`src/rtl/mig_ui_burst_tester.sv`:
```
// Write/read-back traffic engine for the MIG 7-series app_* user interface.
// Latency: first app_en the cycle after start is sampled; done the cycle after the last read beat.
// Backpressure: app_en/app_wdf_wren and their payloads hold until app_rdy/app_wdf_rdy accept them.
//
// Ports:
//   clk, sys_rst             : MIG ui_clk, asynchronous active-high reset
//   start                    : single-cycle run request (needs init_calib_complete)
//   app_rdy / app_wdf_rdy    : MIG command / write-data ready
//   app_rd_data(_valid)      : MIG read return
//   app_en/app_cmd/app_addr  : command channel (000 write, 001 read)
//   app_wdf_*                : write-data channel, one beat per command, mask tied 0
//   busy/done/pass/timeout   : run status, held after done until the next start
//   err_count/first_err_addr : mismatch statistics of the last run
module mig_ui_burst_tester #(
  parameter int          ADDR_WIDTH     = 28,
  parameter int          DATA_WIDTH     = 512,
  parameter int          BURST_COUNT    = 16,
  parameter int          ADDR_STEP      = 8,
  parameter int          START_ADDR     = 0,
  parameter logic [31:0] PATTERN_SEED   = 32'h508050FF,
  parameter int          TIMEOUT_CYCLES = 65535
) (
  input  logic                    clk,
  input  logic                    sys_rst,
  input  logic                    start,
  input  logic                    init_calib_complete,
  input  logic                    app_rdy,
  input  logic                    app_wdf_rdy,
  input  logic [DATA_WIDTH-1:0]   app_rd_data,
  input  logic                    app_rd_data_valid,
  output logic                    app_en,
  output logic [2:0]              app_cmd,
  output logic [ADDR_WIDTH-1:0]   app_addr,
  output logic [DATA_WIDTH-1:0]   app_wdf_data,
  output logic                    app_wdf_wren,
  output logic                    app_wdf_end,
  output logic [DATA_WIDTH/8-1:0] app_wdf_mask,
  output logic                    busy,
  output logic                    done,
  output logic                    pass,
  output logic [15:0]             err_count,
  output logic [ADDR_WIDTH-1:0]   first_err_addr,
  output logic                    timeout
);

  localparam int          LANES = DATA_WIDTH / 32;
  localparam int          WDW   = $clog2(TIMEOUT_CYCLES + 1);
  localparam logic [15:0] BC    = 16'(BURST_COUNT);
  localparam logic [2:0]  CMD_WR = 3'b000;
  localparam logic [2:0]  CMD_RD = 3'b001;

  typedef enum logic [2:0] {S_IDLE, S_WRITE, S_READ, S_WAIT_RD, S_DONE} state_t;

  state_t          state;
  logic [15:0]     wr_cmd_cnt, wr_dat_cnt, rd_cmd_cnt, rd_rcv_cnt;
  logic [WDW-1:0]  wd_cnt;
  logic [15:0]     err_next;
  logic            cmd_acc, dat_acc, rd_beat, mismatch, progress, running, abort, finish_ok;

  function automatic logic [DATA_WIDTH-1:0] pattern(input logic [15:0] i);
    logic [DATA_WIDTH-1:0] p;
    p = '0;
    for (int k = 0; k < LANES; k++) p[k*32 +: 32] = (PATTERN_SEED + 32'(i)) ^ 32'(k);
    return p;
  endfunction

  function automatic logic [ADDR_WIDTH-1:0] beat_addr(input logic [15:0] i);
    logic [63:0] a;
    a = 64'(START_ADDR) + 64'(i) * 64'(ADDR_STEP);
    return a[ADDR_WIDTH-1:0];
  endfunction

  assign app_wdf_end  = app_wdf_wren;
  assign app_wdf_mask = '0;

  assign cmd_acc  = app_en & app_rdy;
  assign dat_acc  = app_wdf_wren & app_wdf_rdy;
  assign running  = (state == S_WRITE) || (state == S_READ) || (state == S_WAIT_RD);
  // Surplus beats beyond BURST_COUNT are dropped without comparison.
  assign rd_beat  = app_rd_data_valid && ((state == S_READ) || (state == S_WAIT_RD)) && (rd_rcv_cnt != BC);
  assign mismatch = rd_beat && (app_rd_data != pattern(rd_rcv_cnt));
  assign progress = cmd_acc | dat_acc | rd_beat;
  // Watchdog fires after TIMEOUT_CYCLES consecutive cycles without any handshake.
  assign abort    = running && (!init_calib_complete ||
                                (!progress && (wd_cnt == WDW'(TIMEOUT_CYCLES - 1))));
  // Finish on the cycle the last beat arrives so done shows one cycle later.
  assign finish_ok = (state == S_WAIT_RD) &&
                     ((rd_rcv_cnt == BC) || (rd_beat && (rd_rcv_cnt == BC - 16'd1)));

  always_comb begin
    err_next = err_count;
    if (mismatch && (err_count != 16'hFFFF)) err_next = err_count + 16'd1;
  end

  always_ff @(posedge clk or posedge sys_rst) begin
    if (sys_rst) begin
      state          <= S_IDLE;
      wr_cmd_cnt     <= '0;
      wr_dat_cnt     <= '0;
      rd_cmd_cnt     <= '0;
      rd_rcv_cnt     <= '0;
      wd_cnt         <= '0;
      app_en         <= 1'b0;
      app_cmd        <= CMD_WR;
      app_addr       <= '0;
      app_wdf_data   <= '0;
      app_wdf_wren   <= 1'b0;
      busy           <= 1'b0;
      done           <= 1'b0;
      pass           <= 1'b0;
      err_count      <= '0;
      first_err_addr <= '0;
      timeout        <= 1'b0;
    end else begin
      if (rd_beat) begin
        rd_rcv_cnt <= rd_rcv_cnt + 16'd1;
        err_count  <= err_next;
        if (mismatch && (err_count == 16'd0)) first_err_addr <= beat_addr(rd_rcv_cnt);
      end
      if (running) wd_cnt <= progress ? '0 : wd_cnt + 1'b1;

      case (state)
        S_IDLE: begin
          if (start && init_calib_complete) begin
            state          <= S_WRITE;
            busy           <= 1'b1;
            done           <= 1'b0;
            pass           <= 1'b0;
            err_count      <= '0;
            first_err_addr <= '0;
            timeout        <= 1'b0;
            wr_cmd_cnt     <= '0;
            wr_dat_cnt     <= '0;
            rd_cmd_cnt     <= '0;
            rd_rcv_cnt     <= '0;
            wd_cnt         <= '0;
            app_en         <= 1'b1;
            app_cmd        <= CMD_WR;
            app_addr       <= beat_addr(16'd0);
            app_wdf_wren   <= 1'b1;
            app_wdf_data   <= pattern(16'd0);
          end
        end
        S_WRITE: begin
          // Command and data channels advance independently.
          if (cmd_acc) begin
            wr_cmd_cnt <= wr_cmd_cnt + 16'd1;
            if (wr_cmd_cnt + 16'd1 == BC) app_en <= 1'b0;
            else                          app_addr <= beat_addr(wr_cmd_cnt + 16'd1);
          end
          if (dat_acc) begin
            wr_dat_cnt <= wr_dat_cnt + 16'd1;
            if (wr_dat_cnt + 16'd1 == BC) app_wdf_wren <= 1'b0;
            else                          app_wdf_data <= pattern(wr_dat_cnt + 16'd1);
          end
          if ((wr_cmd_cnt == BC) && (wr_dat_cnt == BC)) begin
            state    <= S_READ;
            app_en   <= 1'b1;
            app_cmd  <= CMD_RD;
            app_addr <= beat_addr(16'd0);
          end
        end
        S_READ: begin
          if (cmd_acc) begin
            rd_cmd_cnt <= rd_cmd_cnt + 16'd1;
            if (rd_cmd_cnt + 16'd1 == BC) begin
              app_en <= 1'b0;
              state  <= S_WAIT_RD;
            end else begin
              app_addr <= beat_addr(rd_cmd_cnt + 16'd1);
            end
          end
        end
        S_WAIT_RD: ;
        S_DONE:    state <= S_IDLE;
        default:   state <= S_IDLE;
      endcase

      // Completion and aborts share one exit; an abort outranks normal completion.
      if (abort || finish_ok) begin
        state        <= S_DONE;
        busy         <= 1'b0;
        done         <= 1'b1;
        pass         <= !abort && (err_next == 16'd0);
        timeout      <= abort;
        app_en       <= 1'b0;
        app_wdf_wren <= 1'b0;
      end
    end
  end

endmodule

```
`config.mk`:
```
export PLATFORM = sky130hd
export DESIGN_NAME = mig_ui_burst_tester
export DESIGN_NICKNAME = d
export VERILOG_FILES = /design/src/rtl/mig_ui_burst_tester.sv
export SDC_FILE = /design/constraint.sdc
export NUM_CORES = 1
export LEC_CHECK = 0
export ABC_AREA = 1
export BUFFER_PORTS_ARGS = -buffer_cell sky130_fd_sc_hd__buf_2
export CORE_AREA = 3 3 456 458
export DETAILED_ROUTE_END_ITERATION = 10
export DIE_AREA = 0 0 459 461
export PLACE_DENSITY = 0.3
export SYNTH_ARGS = -nofsm -noshare
export SYNTH_HDL_FRONTEND = slang
export SYNTH_SLANG_ARGS = --single-unit
```
`constraint.sdc`:
```
create_clock -name clk -period 5.6 [get_ports clk]
set_input_delay 0.56 -clock clk [delete_from_list [all_inputs] [get_ports clk]]
set_output_delay 0.56 -clock clk [all_outputs]
set_load 0.005 [all_outputs]
```
=== Word level (Yosys, flattened, before mapping) ===
Index checks and enable logic that the tools add are counted.

* Add/subtract/negate cells: 8
* Eq/ne operators: 32
* Reduce and logical (&&, ||, !) cells: 41
* Multiplexer cells: 61
* Bitwise logic cells: 34

{| class="wikitable"
|+ Operator list
! operator !! count
|-
| 512-bit two-way mux || 3
|-
| 512-bit case mux with 2 select lines || 1
|-
| 512-bit inequality test || 1
|-
| 28-bit two-way mux || 10
|-
| 16-bit two-way mux || 15
|-
| 16-bit by 1-bit adder with 16-bit output (second input constant) || 6
|-
| 16-bit by 5-bit == test with 1-bit output (second input constant) || 6
|-
| 16-bit case mux with 2 select lines || 3
|-
| 28-bit case mux with 3 select lines || 1
|-
| 31-bit by 16-bit adder with 32-bit output (first input constant) || 2
|-
| 16-bit zero test || 2
|-
| 2-bit inverter || 12
|-
| 3-bit inverter || 8
|-
| 3-bit two-way mux || 7
|-
| 1-bit two-way mux || 17
|-
| 16-bit == test (second input constant) || 1
|-
| 16-bit by 4-bit == test with 1-bit output (second input constant) || 1
|-
| 16-bit inequality test (second input constant) || 1
|-
| 16-bit by 5-bit inequality test with 1-bit output (second input constant) || 1
|-
| 1-bit logical AND || 12
|-
| 2-bit inequality test (second input constant) || 6
|-
| 3-bit by 2-bit inequality test with 1-bit output (second input constant) || 4
|-
| 3-bit case mux with 4 select lines || 1
|-
| 3-bit AND reduction || 4
|-
| other kinds (24) || 51
|}

* Output and inout port bits: 658
* Bits in registers: 676
* Bits of input ports: 519

=== Longest topological paths before layout ===
Gate-level depths: netlist (run 1).

* Word-level depth: 12
* Gate-level depth with buffers: 28
* Depth with buffers taken out: 27

=== Worst setup path before layout (run 1) ===
No wires, ideal clock.

* Kind: register to register
* Start: register rd_rcv_cnt[0]
* End: register pass
* Period minus slack after synthesis: 2.840 ns
* Path slack: 2.760 ns
* Cell stages (with the launch flop): 27
* Arrival: 2.775 ns
* Data required time: 5.535 ns
* Path through: dfrtp_1 > inv_1 > buf_4 > ha_1 > nand2_2 > nor2_2 > nand2_1 > nand2_2 > nand2_1 > o21ai_0 > nand2_1 > nor2_1 > nand2_1 > nor2_1 > nand2_1 > nor2_1 > nand2_1 > nor2_2 > nand3_2 > nand3_4 > buf_8 > nand2_2 > nand2_1 > nand3_1 > nor2_1 > nand3_1 > nand2_1

* Longest elaborated chain between the ends: 10

{| class="wikitable"
|+ RTL lines
! element !! line !! RTL
|-
| from (decl) || 55 || <nowiki>logic [15:0] wr_cmd_cnt, wr_dat_cnt, rd_cmd_cnt, rd_rcv_cnt;</nowiki>
|-
| from (signal assigned) || 116 || <nowiki>rd_rcv_cnt <= rd_rcv_cnt + 16'd1;</nowiki>
|-
| parallel branches: the longest is 10 deep, another holds 31-bit by 16-bit adder with 32-bit output || n/a ||
|-
| to (signal assigned) || 184 || <nowiki>pass <= !abort && (err_next == 16'd0);</nowiki>
|-
| to (decl) || 40 || <nowiki>output logic pass,</nowiki>
|}

Parallel ways; which one is timed is not known.
A chain may end at the register's enable or synchronous reset.

=== Worst setup path after layout (run 1) ===
Same ends and word-level chain as after synthesis.

==> results of run 1 <==
==> cell usage after synthesis (all sizes together) (2+ instances only) <==
master	count
nand2	616
buf	591
nor2	364
inv	293
dfrtp	172
nand3	148
o21ai	136
nand4	65
nor3	56
a21oi	54
xor2	52
o22ai	20
nor4	19
clkbuf	18
nand3b	17
or2	17
ha	12
mux2	12
a211oi	6
a31oi	6
and3	6
o31ai	6
or3	5
o21a	4
xnor2	4
a21o	3
a22oi	3
o21bai	3
a32o	2
clkinv	2
nor3b	2
==> area by class of cell <==
| class | instances | area (um2) | share of cell area |
|---|---|---|---|
| timing repair buffer | 923 | 4674 | 0.2034 |
| sequential | 172 | 4309 | 0.1875 |
| antenna | 12 | 30.03 | 0.001306 |
| clock inverter | 13 | 171.4 | 0.007457 |
| tap | 2688 | 3363 | 0.1463 |
| inverter | 295 | 1115 | 0.04850 |
| clock buffer | 19 | 442.9 | 0.01927 |
| multi-input combinational | 1915 | 8880 | 0.3863 |
==> critical path: cells and delay by family (launching register included) <==
kind | cells | cell delay, ns
and+or+nand+nor | 20 | 2.82
buffers and inverters | 5 | 0.95
DFF | 1 | 0.36
adders and majority gates | 1 | 0.32
==> how the worst min path moves through the flow <==
stage | startpoint | end | slack (ns) | depth (start not counted)
after floorplan | rd_cmd_cnt[11] | rd_cmd_cnt[11] | 0.45 | 2
after global placement | busy | busy | 0.46 | 2
after detailed placement | busy | busy | 0.46 | 2
after CTS | sys_rst | rd_rcv_cnt[9] | 0.09 | 2
after global routing | sys_rst | rd_rcv_cnt[9] | 0.09 | 2
final | sys_rst | rd_rcv_cnt[13] | 0.11 | 2
==> power by group through the flow <==
stage | sequential [mW] | clock, mW | combinational (mW)
after floorplan | 1.86 | 0 | 2.62
after global placement | 2.13 | 0 | 3.84
after detailed placement | 2.13 | 0 | 3.80
after CTS | 2.11 | 1.39 | 3.82
after global routing | 2.15 | 1.44 | 4.20
final | 2.07 | 1.33 | 3.68
==> per-stage QoR <==
stage / worst slack [ns] / area [um2] / cells
floorplan: 0.3799 / 18780 / 2991
global placement: 0.7541 / 22340 / 5993
detailed placement: 0.8083 / 22340 / 5993
CTS: 0.7667 / 22960 / 6025
global route: 0.4464 / 22970 / 6030
finish: 1.055 / 22990 / 6037
==> sequential cells by signal (all words and copies together), names as in the netlist <==
| signal | cells |
|---|---|
| app_cmd | 1 |
| timeout | 1 |
| wr_cmd_cnt | 16 |
| busy | 1 |
| err_count | 16 |
| app_addr | 16 |
| pass | 1 |
| state | 3 |
| first_err_addr | 28 |
| rd_cmd_cnt | 16 |
| wd_cnt | 16 |
| rd_rcv_cnt | 16 |
| app_wdf_end | 1 |
| wr_dat_cnt | 16 |
| done | 1 |
| app_en | 1 |
| app_wdf_data | 22 |
==> layer usage <==
metal  wire, um  part of all wire
met5         72           0.00069
met3       7732             0.075
met4       2099             0.020
met1      47970              0.46
met2      45850              0.44
==> cell families after synthesis <==
kind of cell    Yosys count
other cells               1
flops                   172
mux                      12
compound gates          248
simple gates           1317
buf+inv                 904
fa+ha+maj                12
xor+xnor                 56
==> reports/summary.txt, run 1 <==
status -> complete, no violations
Area Growth Syn to Fin -> 29.33%
Internal -> 3.473 mW
GRT Overall Usage -> 0.09139
# rows -> 166
Top FF cell, synth -> dfrtp_1
share of total power in the clock network -> 0.188
clk_lat worst skew -> 0.48 ns
multiplexer area fraction after synthesis -> 0.007603
first-pass GRT wire length -> 135,800 um
VDD IR-drop max -> 247.2 uV
Die ar. -> 211,600 um2
largest family of logic cells by synthesized area -> simple AND/OR/NAND/NOR gates
Post-DP HPWL -> 89,770 um
largest cells by area after synthesis -> buf_4 24%, dfrtp_1 24%, nand2_1 13%
period utilisation layout -> 0.8116
power density over the cells -> 308.2 nW/um2
most frequent cells in the layout -> 906 x buf_2, 595 x nand2_1, 355 x nor2_1
post-synthesis xor/xnor area fraction -> 0.02760
Total Power Consumption -> 7.084 mW
Slew Viols, Final -> 0
top cell type's share of synthesized area -> 0.2424
CP max FO -> 18
total core area -> 204,400 um2
initial drt markers -> 977
leakage -> 11.64 nW
Post-synth EDFFs -> 0
Vias per Instance -> 3.018
Reg power frac -> 0.292
met2 Use GR -> 0.1429
Num CTS Buffers -> 17
Syn. warnings -> 0
Post-DRT Antenna Nets -> 0
leading area contributor after synthesis -> buf_4
FFs w/ async S/R, synth -> 1.000
max_slew headroom -> 0.2375
aggregate global routing overflow -> 0
Post-Route WL -> 103,700 um
Synth Area in Adders -> 0.008448
NetSw -> 3.611 mW
Seq/Total Area, Yosys -> 0.2422
cell count of the worst reg-to-reg path -> 26
post-CTS setup buffer count -> 0
Cell variety after synth -> 57
io pins -> 1,177
drt wl/cell -> 17.18 um
number of gates resized after CTS -> 0
die span in y -> 461 um
setup tns final -> 0 ns
Layout fillers -> 24,055
DRC Markers -> 0
routability cong. -> 0.8189
vias in the first global route -> 17,223
Worst Setup SP -> rd_rcv_cnt[0]
R2R setup slack -> 1.06 ns
CTS tree -> done
min cycle time layout -> 4.545 ns
crit start category -> flip-flop
cell mode on critical path -> nand2_1
worst-margin pin slew -> 1.144 ns
Setup crit end kind -> flip-flop
DRT Pass-1 Iters -> 5
Critical Path Sink -> pass
Worst Setup Path Type -> reg2reg
Critical Path Max Stage Delay -> 0.38 ns
layout cells sized above 1 -> 0.3093
met1 usage -> 0.1239
Final setup viols -> 0
post-synthesis compound-gate area fraction -> 0.07687
PortBufs -> 906
Crit path required time -> 6.02 ns
Reg2Reg Capture Point -> pass
switch share -> 0.5097
Hold Slack -> 0.1064 ns
CTS clk-pin slew, worst paths -> 0.08 ns
via count -> 18,219
slowest cell on the critical path -> nand3_2
synthesized instance count -> 2,722
Reg-to-Reg Start -> rd_rcv_cnt[0]
hold buffers post-CTS -> 0
min-delay worst type -> in2async
commonest non-fill, non-tap cell in the layout -> buf_2
Starting Density -> 0.08696
CTS max path bufs -> 2
die width -> 459 um
H-tree depth -> 4
FMAX -> 0.2200 GHz
Hold Vio Cnt, Final -> 0
Seq cells post-synth -> 172
initial antenna violation count -> 38
GR Util met3 -> 0.02490
Max Clock Skew -> 0.009306 ns
Mapped Area -> 17,770 um2
max-cap viol count -> 0
Gate power share -> 0.520
Layout Utilization -> 0.1125
CTS sink count -> 172
Post-Synth Simple-Gate Area -> 0.3217
unrepaired setup endpoints after global routing -> false
largest net degree at the start of global routing -> 79
syn avg cell area -> 6.529 um2
global route hottest layer -> met2
data arrival time of the critical path -> 4.96 ns
Layout Nets -> 3,855
clock root buffer -> clkbuf_16
No activity file was read; power rests on OpenSTA's default activity.
==> run 2: changes to the inputs <==
Clock period 5.6 ns to 4.4 ns, I/O delays scaled along.
==> run 2 against run 1 <==
Via count up 0.46%. Die area unchanged. Clock-buffer cell count up 1. Clock skew up 0.012 ns. Highest routed layer unchanged. Power up 27%. Non-clock buffer count up 53. Largest cell class unchanged. Final area up 1.8%. Sequential share of layout area down 0.34 points.
==> reports/summary.txt, run 2 (synthesized netlist as in run 1, its figures left out) <==
Post-DP HPWL -> 88,230 um (was 89,770 um)
worst-margin pin slew -> 1.190 ns (was 1.144 ns)
# rows -> 166 (unchanged)
aggregate global routing overflow -> 0 (unchanged)
via count -> 18,303 (was 18,219)
io pins -> 1,177 (unchanged)
FMAX -> 0.2598 GHz (was 0.2200 GHz)
leakage -> 11.90 nW (was 11.64 nW)
Final setup viols -> 0 (unchanged)
Die ar. -> 211,600 um2 (unchanged)
PortBufs -> 906 (unchanged)
Max Clock Skew -> 0.02096 ns (was 0.009306 ns)
Post-DRT Antenna Nets -> 0 (unchanged)
Num CTS Buffers -> 17 (unchanged)
layout cells sized above 1 -> 0.3198 (was 0.3093)
unrepaired setup endpoints after global routing -> false (unchanged)
dpl ws -> 0.1045 ns (was 0.8083 ns)
Starting Density -> 0.08696 (unchanged)
Layout fillers -> 24,111 (was 24,055)
min cycle time layout -> 3.849 ns (was 4.545 ns)
drt wl/cell -> 16.62 um (was 17.18 um)
power density over the cells -> 383.7 nW/um2 (was 308.2 nW/um2)
Layout Nets -> 3,908 (was 3,855)
CTS tree -> done (unchanged)
min-delay worst type -> reg2reg (was in2async)
first-pass GRT wire length -> 133,700 um (was 135,800 um)
max reg flops -> 28 (unchanged)
clk_lat worst skew -> 0.50 ns (was 0.48 ns)
status -> complete, no violations (unchanged)
period utilisation layout -> 0.8748 (was 0.8116)
crit start category -> flip-flop (unchanged)
Slew Viols, Final -> 0 (unchanged)
final worst-path setup slack -> 0.5510 ns (was 1.055 ns)
Layout Utilization -> 0.1145 (was 0.1125)
register area -> 4308 um2 (was 4309 um2)
CTS max path bufs -> 2 (unchanged)
Post-Route WL -> 101,200 um (was 103,700 um)
CP max FO -> 6 (was 18)
max_slew headroom -> 0.2066 (was 0.2375)
Top Registers -> first_err_addr x28, app_wdf_data x22 (unchanged)
commonest non-fill, non-tap cell in the layout -> buf_2 (unchanged)
Vias per Instance -> 3.006 (was 3.018)
Post-DP Area -> 22,790 um2 (was 22,340 um2)
DRC Markers -> 0 (unchanged)
initial antenna violation count -> 43 (was 38)
clock root buffer -> clkbuf_16 (unchanged)
die span in y -> 461 um (unchanged)
most frequent cells in the layout -> 906 x buf_2, 595 x nand2_1, 354 x nor2_1 (was 906 x buf_2, 595 x nand2_1, 355 x nor2_1)
max-cap viol count -> 0 (unchanged)
Largest Register -> first_err_addr (unchanged)
total core area -> 204,400 um2 (unchanged)
CTS clk-pin slew, worst paths -> 0.09 ns (was 0.08 ns)
vias in the first global route -> 17,357 (was 17,223)
GRT Overall Usage -> 0.08936 (was 0.09139)
Multi-input gate area -> 8884 um2 (was 8880 um2)
initial drt markers -> 1,121 (was 977)
data arrival time of the critical path -> 4.26 ns (was 4.96 ns)
DRT Pass-1 Iters -> 5 (unchanged)
setup tns final -> 0 ns (unchanged)
H-tree depth -> 4 (unchanged)
Area Growth Syn to Fin -> 31.71% (was 29.33%)
Worst Setup Path Type -> reg2reg (unchanged)
VDD IR-drop max -> 244.3 uV (was 247.2 uV)
Setup crit end kind -> flip-flop (unchanged)
largest net degree at the start of global routing -> 91 (was 79)
CTS sink count -> 172 (unchanged)
routability cong. -> 0.7936 (was 0.8189)
Crit path required time -> 4.81 ns (was 6.02 ns)
Hold Vio Cnt, Final -> 0 (unchanged)
final std cell area, no fill -> 23,410 um2 (was 22,990 um2)
die width -> 459 um (unchanged)
## run 2: cell types whose count changed in the layout (fill, tap and decap cells not counted), moves of 2 or more
cell	before	now
bufinv_16	2	0
buf_12	1	6
buf_4	16	63
diode_2	12	10
## run 2: layout make-up
class                   instances  share of cell area
diodes                         10            0.001069
flip-flops and latches        172              0.1840
well taps                    2688              0.1437
multi-input cells            1915              0.3795
repair buffers                976              0.2195
inverters                     295             0.04757
clock buffers                  20             0.01951
clock inverters                12            0.005185
## run 2: per-stage QoR
stage	std cells	power [mW]	hold slack, ns
final	6088	8.983	0.4702
after global routing	6080	9.851	0.4822
after CTS	6078	9.278	0.4354
after detailed placement	6045	7.559	0.4597
after global placement	6045	7.603	0.4537
after floorplan	2991	5.708	0.4530
## run 2: critical path, stage by stage, from the launching register on
cell	delay, ns
dfrtp_1	0.40
buf_4	0.20
inv_1	0.12
nand3_1	0.11
nor3_1	0.44
nand3_1	0.53
nand2_1	0.18
buf_4	0.25
inv_2	0.06
nand2_1	0.10
inv_1	0.06
nand3_1	0.17
buf_4	0.21
a21boi_0	0.12
a21oi_1	0.27
inv_1	0.13
buf_4	0.16
o31ai_1	0.21
## run 2: repair_timing
action,in CTS,in global routing
hold buffers,1,0
endpoints found under the setup margin,0,3
resized for setup,0,2
setup buffers,0,0
endpoints found under the hold margin,13,0
## run 2: path summary, 6_finish.rpt
path | cells after the start | to | start | slack (ns)
worst max-delay path | 17 | state[0] | rd_rcv_cnt[9] | 0.55
worst min-delay path | 2 | timeout | timeout | 0.47
worst max register to register | 17 | state[0] | rd_rcv_cnt[9] | 0.55
worst min register to register | 2 | timeout | timeout | 0.47
max in group asynchronous | 4 | app_wdf_data[485] | sys_rst | 2.99
min in group asynchronous | 3 | app_addr[15] | sys_rst | 0.49
## run 2: metal layers
layer | share of wire | up-vias | routed length (um) | track usage
met5 | 0.0014 | - | 142 | 0
met4 | 0.015 | 22 | 1490 | 0.01646
met3 | 0.074 | 73 | 7516 | 0.02253
met2 | 0.44 | 773 | 44800 | 0.1412
met1 | 0.47 | 8326 | 47200 | 0.1228
li1 | - | 9109 | - | -
## run 2: where the power goes
group,internal (mW),switching [mW],total (mW)
Clock,0.781,0.840,1.62
Combinational,1.73,2.93,4.66
Sequential,1.94,0.769,2.70
Total,4.44,4.54,8.98
==> run 3: changes to the inputs <==
Settings changed: ABC_AREA 1 to default, CORE_AREA 3 3 456 458 to 3 3 453 455, DIE_AREA 0 0 459 461 to 0 0 456 458.
==> run 3 against run 2 <==
Final cell count is 11% lower. Die area fell by 1.3%. Synthesized cell count decreased by 24%. Global-route usage is essentially flat. Combinational power down 45%. Power shrank 29%. Critical path depth down 3. Routed wire length down 1.1%. Clock-buffer cell count decreased by 3. Final area fell by 5.3%. Sequential power fell by 18%. Critical endpoint is now pass. Largest cell class unchanged.
==> reports/summary.txt, run 3 <==
FFs w/ async S/R, synth -> 1.000 (unchanged)
period utilisation layout -> 0.9548 (was 0.8748)
count leader, synth -> buf_4 (was nand2_1)
layout cells sized above 1 -> 0.3900 (was 0.3198)
min-delay worst type -> in2reg (was reg2reg)
largest net degree at the start of global routing -> 128 (was 91)
commonest non-fill, non-tap cell in the layout -> buf_2 (unchanged)
max-cap viol count -> 0 (unchanged)
Critical Path Max Stage Delay -> 0.52 ns (was 0.53 ns)
CP max FO -> 5 (was 6)
CTS sink count -> 172 (unchanged)
Worst Setup Path Type -> reg2reg (unchanged)
CTS clk-pin slew, worst paths -> 0.09 ns (about the same)
Seq cells post-synth -> 172 (unchanged)
drt wl/cell -> 18.50 um (was 16.62 um)
CP delay by family, top -> simple AND/OR/NAND/NOR gates (unchanged)
Reg-to-Reg Start -> rd_rcv_cnt[1] (was rd_rcv_cnt[9])
Num CTS Buffers -> 17 (unchanged)
VDD IR-drop max -> 324.8 uV (was 244.3 uV)
unrepaired setup endpoints after global routing -> false (unchanged)
non-filler cells, final -> 5,406 (was 6,088)
clk_lat worst skew -> 0.51 ns (was 0.50 ns)
Syn. warnings -> 0 (unchanged)
crit start category -> flip-flop (unchanged)
max reg flops -> 28 (unchanged)
PortBufs -> 906 (unchanged)
Hold Vio Cnt, Final -> 0 (unchanged)
dpl ws -> -0.02480 ns (was 0.1045 ns)
Vias per Instance -> 3.120 (was 3.006)
syn avg cell area -> 7.986 um2 (was 6.529 um2)
Layout Nets -> 3,229 (was 3,908)
Layout fillers -> 23,520 (was 24,111)
io pins -> 1,177 (unchanged)
initial antenna violation count -> 60 (was 43)
Cell variety after synth -> 79 (was 57)
max_slew headroom -> 0.2128 (was 0.2066)
Top Registers -> first_err_addr x28, app_wdf_data x22 (unchanged)
DRC Markers -> 0 (unchanged)
power density over the cells -> 287.6 nW/um2 (was 383.7 nW/um2)
CTS tree -> done (unchanged)
GRT Overall Usage -> 0.08929 (was 0.08936)
first-pass GRT wire length -> 130,100 um (was 133,700 um)
cells along the critical path -> inv_1 -> ha_2 -> or3b_2 -> or3_4 -> and2_1 -> or3_1 -> a2111o_1 -> or4_4 -> nor4_4 -> buf_4 -> nor2_1 -> mux2_1 -> nor4_1 -> a31o_1 (was buf_4 -> inv_1 -> nand3_1 -> nor3_1 -> nand3_1 -> nand2_1 -> buf_4 -> inv_2 -> nand2_1 -> inv_1 -> nand3_1 -> buf_4 -> a21boi_0 -> a21oi_1 -> inv_1 -> buf_4 -> o31ai_1)
Post-DP HPWL -> 86,890 um (was 88,230 um)
via count -> 16,867 (was 18,303)
min cycle time layout -> 4.201 ns (was 3.849 ns)
initial drt markers -> 1,280 (was 1,121)
synthesized instance count -> 2,065 (was 2,722)
# rows -> 165 (was 166)
Post-DRT Antenna Nets -> 0 (unchanged)
Post-Route WL -> 100,000 um (was 101,200 um)
Mapped Area -> 16,490 um2 (was 17,770 um2)
Cell Count Post-Placement -> 5,350 (was 6,045)
Crit path required time -> 4.83 ns (was 4.81 ns)
DRT Pass-1 Iters -> 5 (unchanged)
WP buf/inv -> 2 (was 8)
H-tree depth -> 4 (unchanged)
Slew Viols, Final -> 0 (unchanged)
routability cong. -> 0.8751 (was 0.7936)
slowest cell on the critical path -> or3b_2 (was nand3_1)
largest cells by area after synthesis -> dfrtp_1 26%, buf_4 26%, nor2_1 3.9% (was buf_4 24%, dfrtp_1 24%, nand2_1 13%)
aggregate global routing overflow -> 0 (unchanged)
Starting Density -> 0.08177 (was 0.08696)
Die ar. -> 208,800 um2 (was 211,600 um2)
Largest Register -> first_err_addr (unchanged)
status -> complete, no violations (unchanged)
data arrival time of the critical path -> 4.63 ns (was 4.26 ns)
FMAX -> 0.2380 GHz (was 0.2598 GHz)
most frequent cells in the layout -> 906 x buf_2, 270 x conb_1, 171 x nor2_1, 171 x dfrtp_1, 146 x nand2_1 (was 906 x buf_2, 595 x nand2_1, 354 x nor2_1)
Worst Setup SP -> rd_rcv_cnt[1] (was rd_rcv_cnt[9])
leakage -> 10.05 nW (was 11.90 nW)
worst-margin pin slew -> 1.176 ns (was 1.190 ns)
CTS max path bufs -> 2 (unchanged)
leading area contributor after synthesis -> dfrtp_1 (was buf_4)
Seq/Total Area, Yosys -> 0.2610 (was 0.2422)
Area Growth Syn to Fin -> 34.41% (was 31.71%)
vias in the first global route -> 14,986 (was 17,357)
Setup crit end kind -> flip-flop (unchanged)
Max Clock Skew -> 0.02869 ns (was 0.02096 ns)
Top FF cell, synth -> dfrtp_1 (unchanged)
die span in y -> 458 um (was 461 um)
clock root buffer -> clkbuf_16 (unchanged)
die width -> 456 um (was 459 um)
Final setup viols -> 0 (unchanged)
final worst-path setup slack -> 0.1987 ns (was 0.5510 ns)
Commonest cells post-synth -> 569 x buf_4, 172 x dfrtp_1, 171 x nor2_1 (was 595 x nand2_1, 574 x buf_4, 356 x nor2_1)
total core area -> 201,700 um2 (was 204,400 um2)
min-delay src -> app_wdf_rdy (was timeout)
Post-synth EDFFs -> 0 (unchanged)
top cell type's share of synthesized area -> 0.2610 (was 0.2424)
==> run 3: cell types whose count changed after synthesis, sizes merged, moves of 18 or more <==
cell,delta
nand2,-470
inv,-265
nor2,-193
nand3,-88
nor4,+59
xnor2,+56
clkbuf,+54
and3,+38
o21ai,-34
mux2i,+33
nor4b,+26
and2,+25
or4,+18
==> run 3: worst min-delay path: stages <==
cell and delay (ns):
buf_2 0.10, inv_1 0.04, o21ai_0 0.15, a21oi_1 0.06
==> run 3: final timing paths <==
| path | to | slack, ns | depth (start not counted) |
|---|---|---|---|
| min | app_wdf_end | 0.33 | 4 |
| max reg2reg | pass | 0.20 | 14 |
| max in group asynchronous | wr_dat_cnt[13] | 2.98 | 4 |
| min in group asynchronous | app_wdf_data[485] | 0.59 | 4 |
| max | pass | 0.20 | 14 |
| min reg2reg | done | 0.48 | 1 |
==> run 3: where the power goes <==
| group | total [mW] | switching (mW) | internal (mW) |
|---|---|---|---|
| combinational | 2.54 | 1.41 | 1.13 |
| clock | 1.61 | 0.860 | 0.754 |
| sequential | 2.22 | 0.443 | 1.78 |
| total | 6.38 | 2.71 | 3.67 |
==> run 3: kinds of logic (layout without fill, tap and decap cells) <==
group	after synthesis	count (layout)	share of synthesized area
simple gates	784	784	0.2570
other cells	1	294	0.0002274
buf+inv	675	1051	0.2839
mux	41	41	0.02549
fa+ha+maj	12	12	0.009104
xor+xnor	108	108	0.05735
flops	172	172	0.2610
compound gates	272	272	0.1059
==> run 3: area by class of cell <==
cell class | count | area (um2) | share of cell area
Clock inverter | 14 | 145.1 | 0.006547
Clock buffer | 17 | 425.4 | 0.01919
Multi-Input combinational cell | 1487 | 8572 | 0.3867
Inverter | 28 | 108.9 | 0.004911
Antenna cell | 24 | 60.06 | 0.002709
Sequential cell | 172 | 4305 | 0.1942
Timing Repair Buffer | 992 | 5207 | 0.2349
Tap cell | 2672 | 3343 | 0.1508
==> run 3: timing repair <==
action	CTS	global route
endpoints found under the hold margin	3	0
buffers inserted	0	0
gates cloned	0	0
pin swaps	1	1
resized for setup	0	11
setup endpoints to repair	18	42
hold buffers	1	0
==> run 3: stage by stage <==
| stage | power [mW] | instance area [um2] | TNS (ns) | hold WS (ns) | util |
|---|---|---|---|---|---|
| 2_1_floorplan | 4.183 | 17510 | 0 | 0.4741 | - |
| 3_3_place_gp | 4.869 | 21490 | -0.08493 | 0.4673 | 0.1065 |
| 3_5_place_dp | 4.868 | 21490 | -0.02480 | 0.4683 | 0.1065 |
| 4_1_cts | 6.573 | 22070 | 0 | 0.2564 | 0.1094 |
| 5_1_grt | 6.822 | 22110 | 0 | 0.3283 | 0.1096 |
| 6_report | 6.375 | 22170 | 0 | 0.3268 | 0.1099 |
==> run 3: routing by layer <==
layer / routed length [um] / global-route usage / vias up
li1: - / - / 7742
met1: 45900 / 0.1281 / 8109
met2: 42610 / 0.1315 / 885
met3: 10320 / 0.02776 / 89
met4: 887 / 0.01390 / 42
met5: 275 / 0 / -
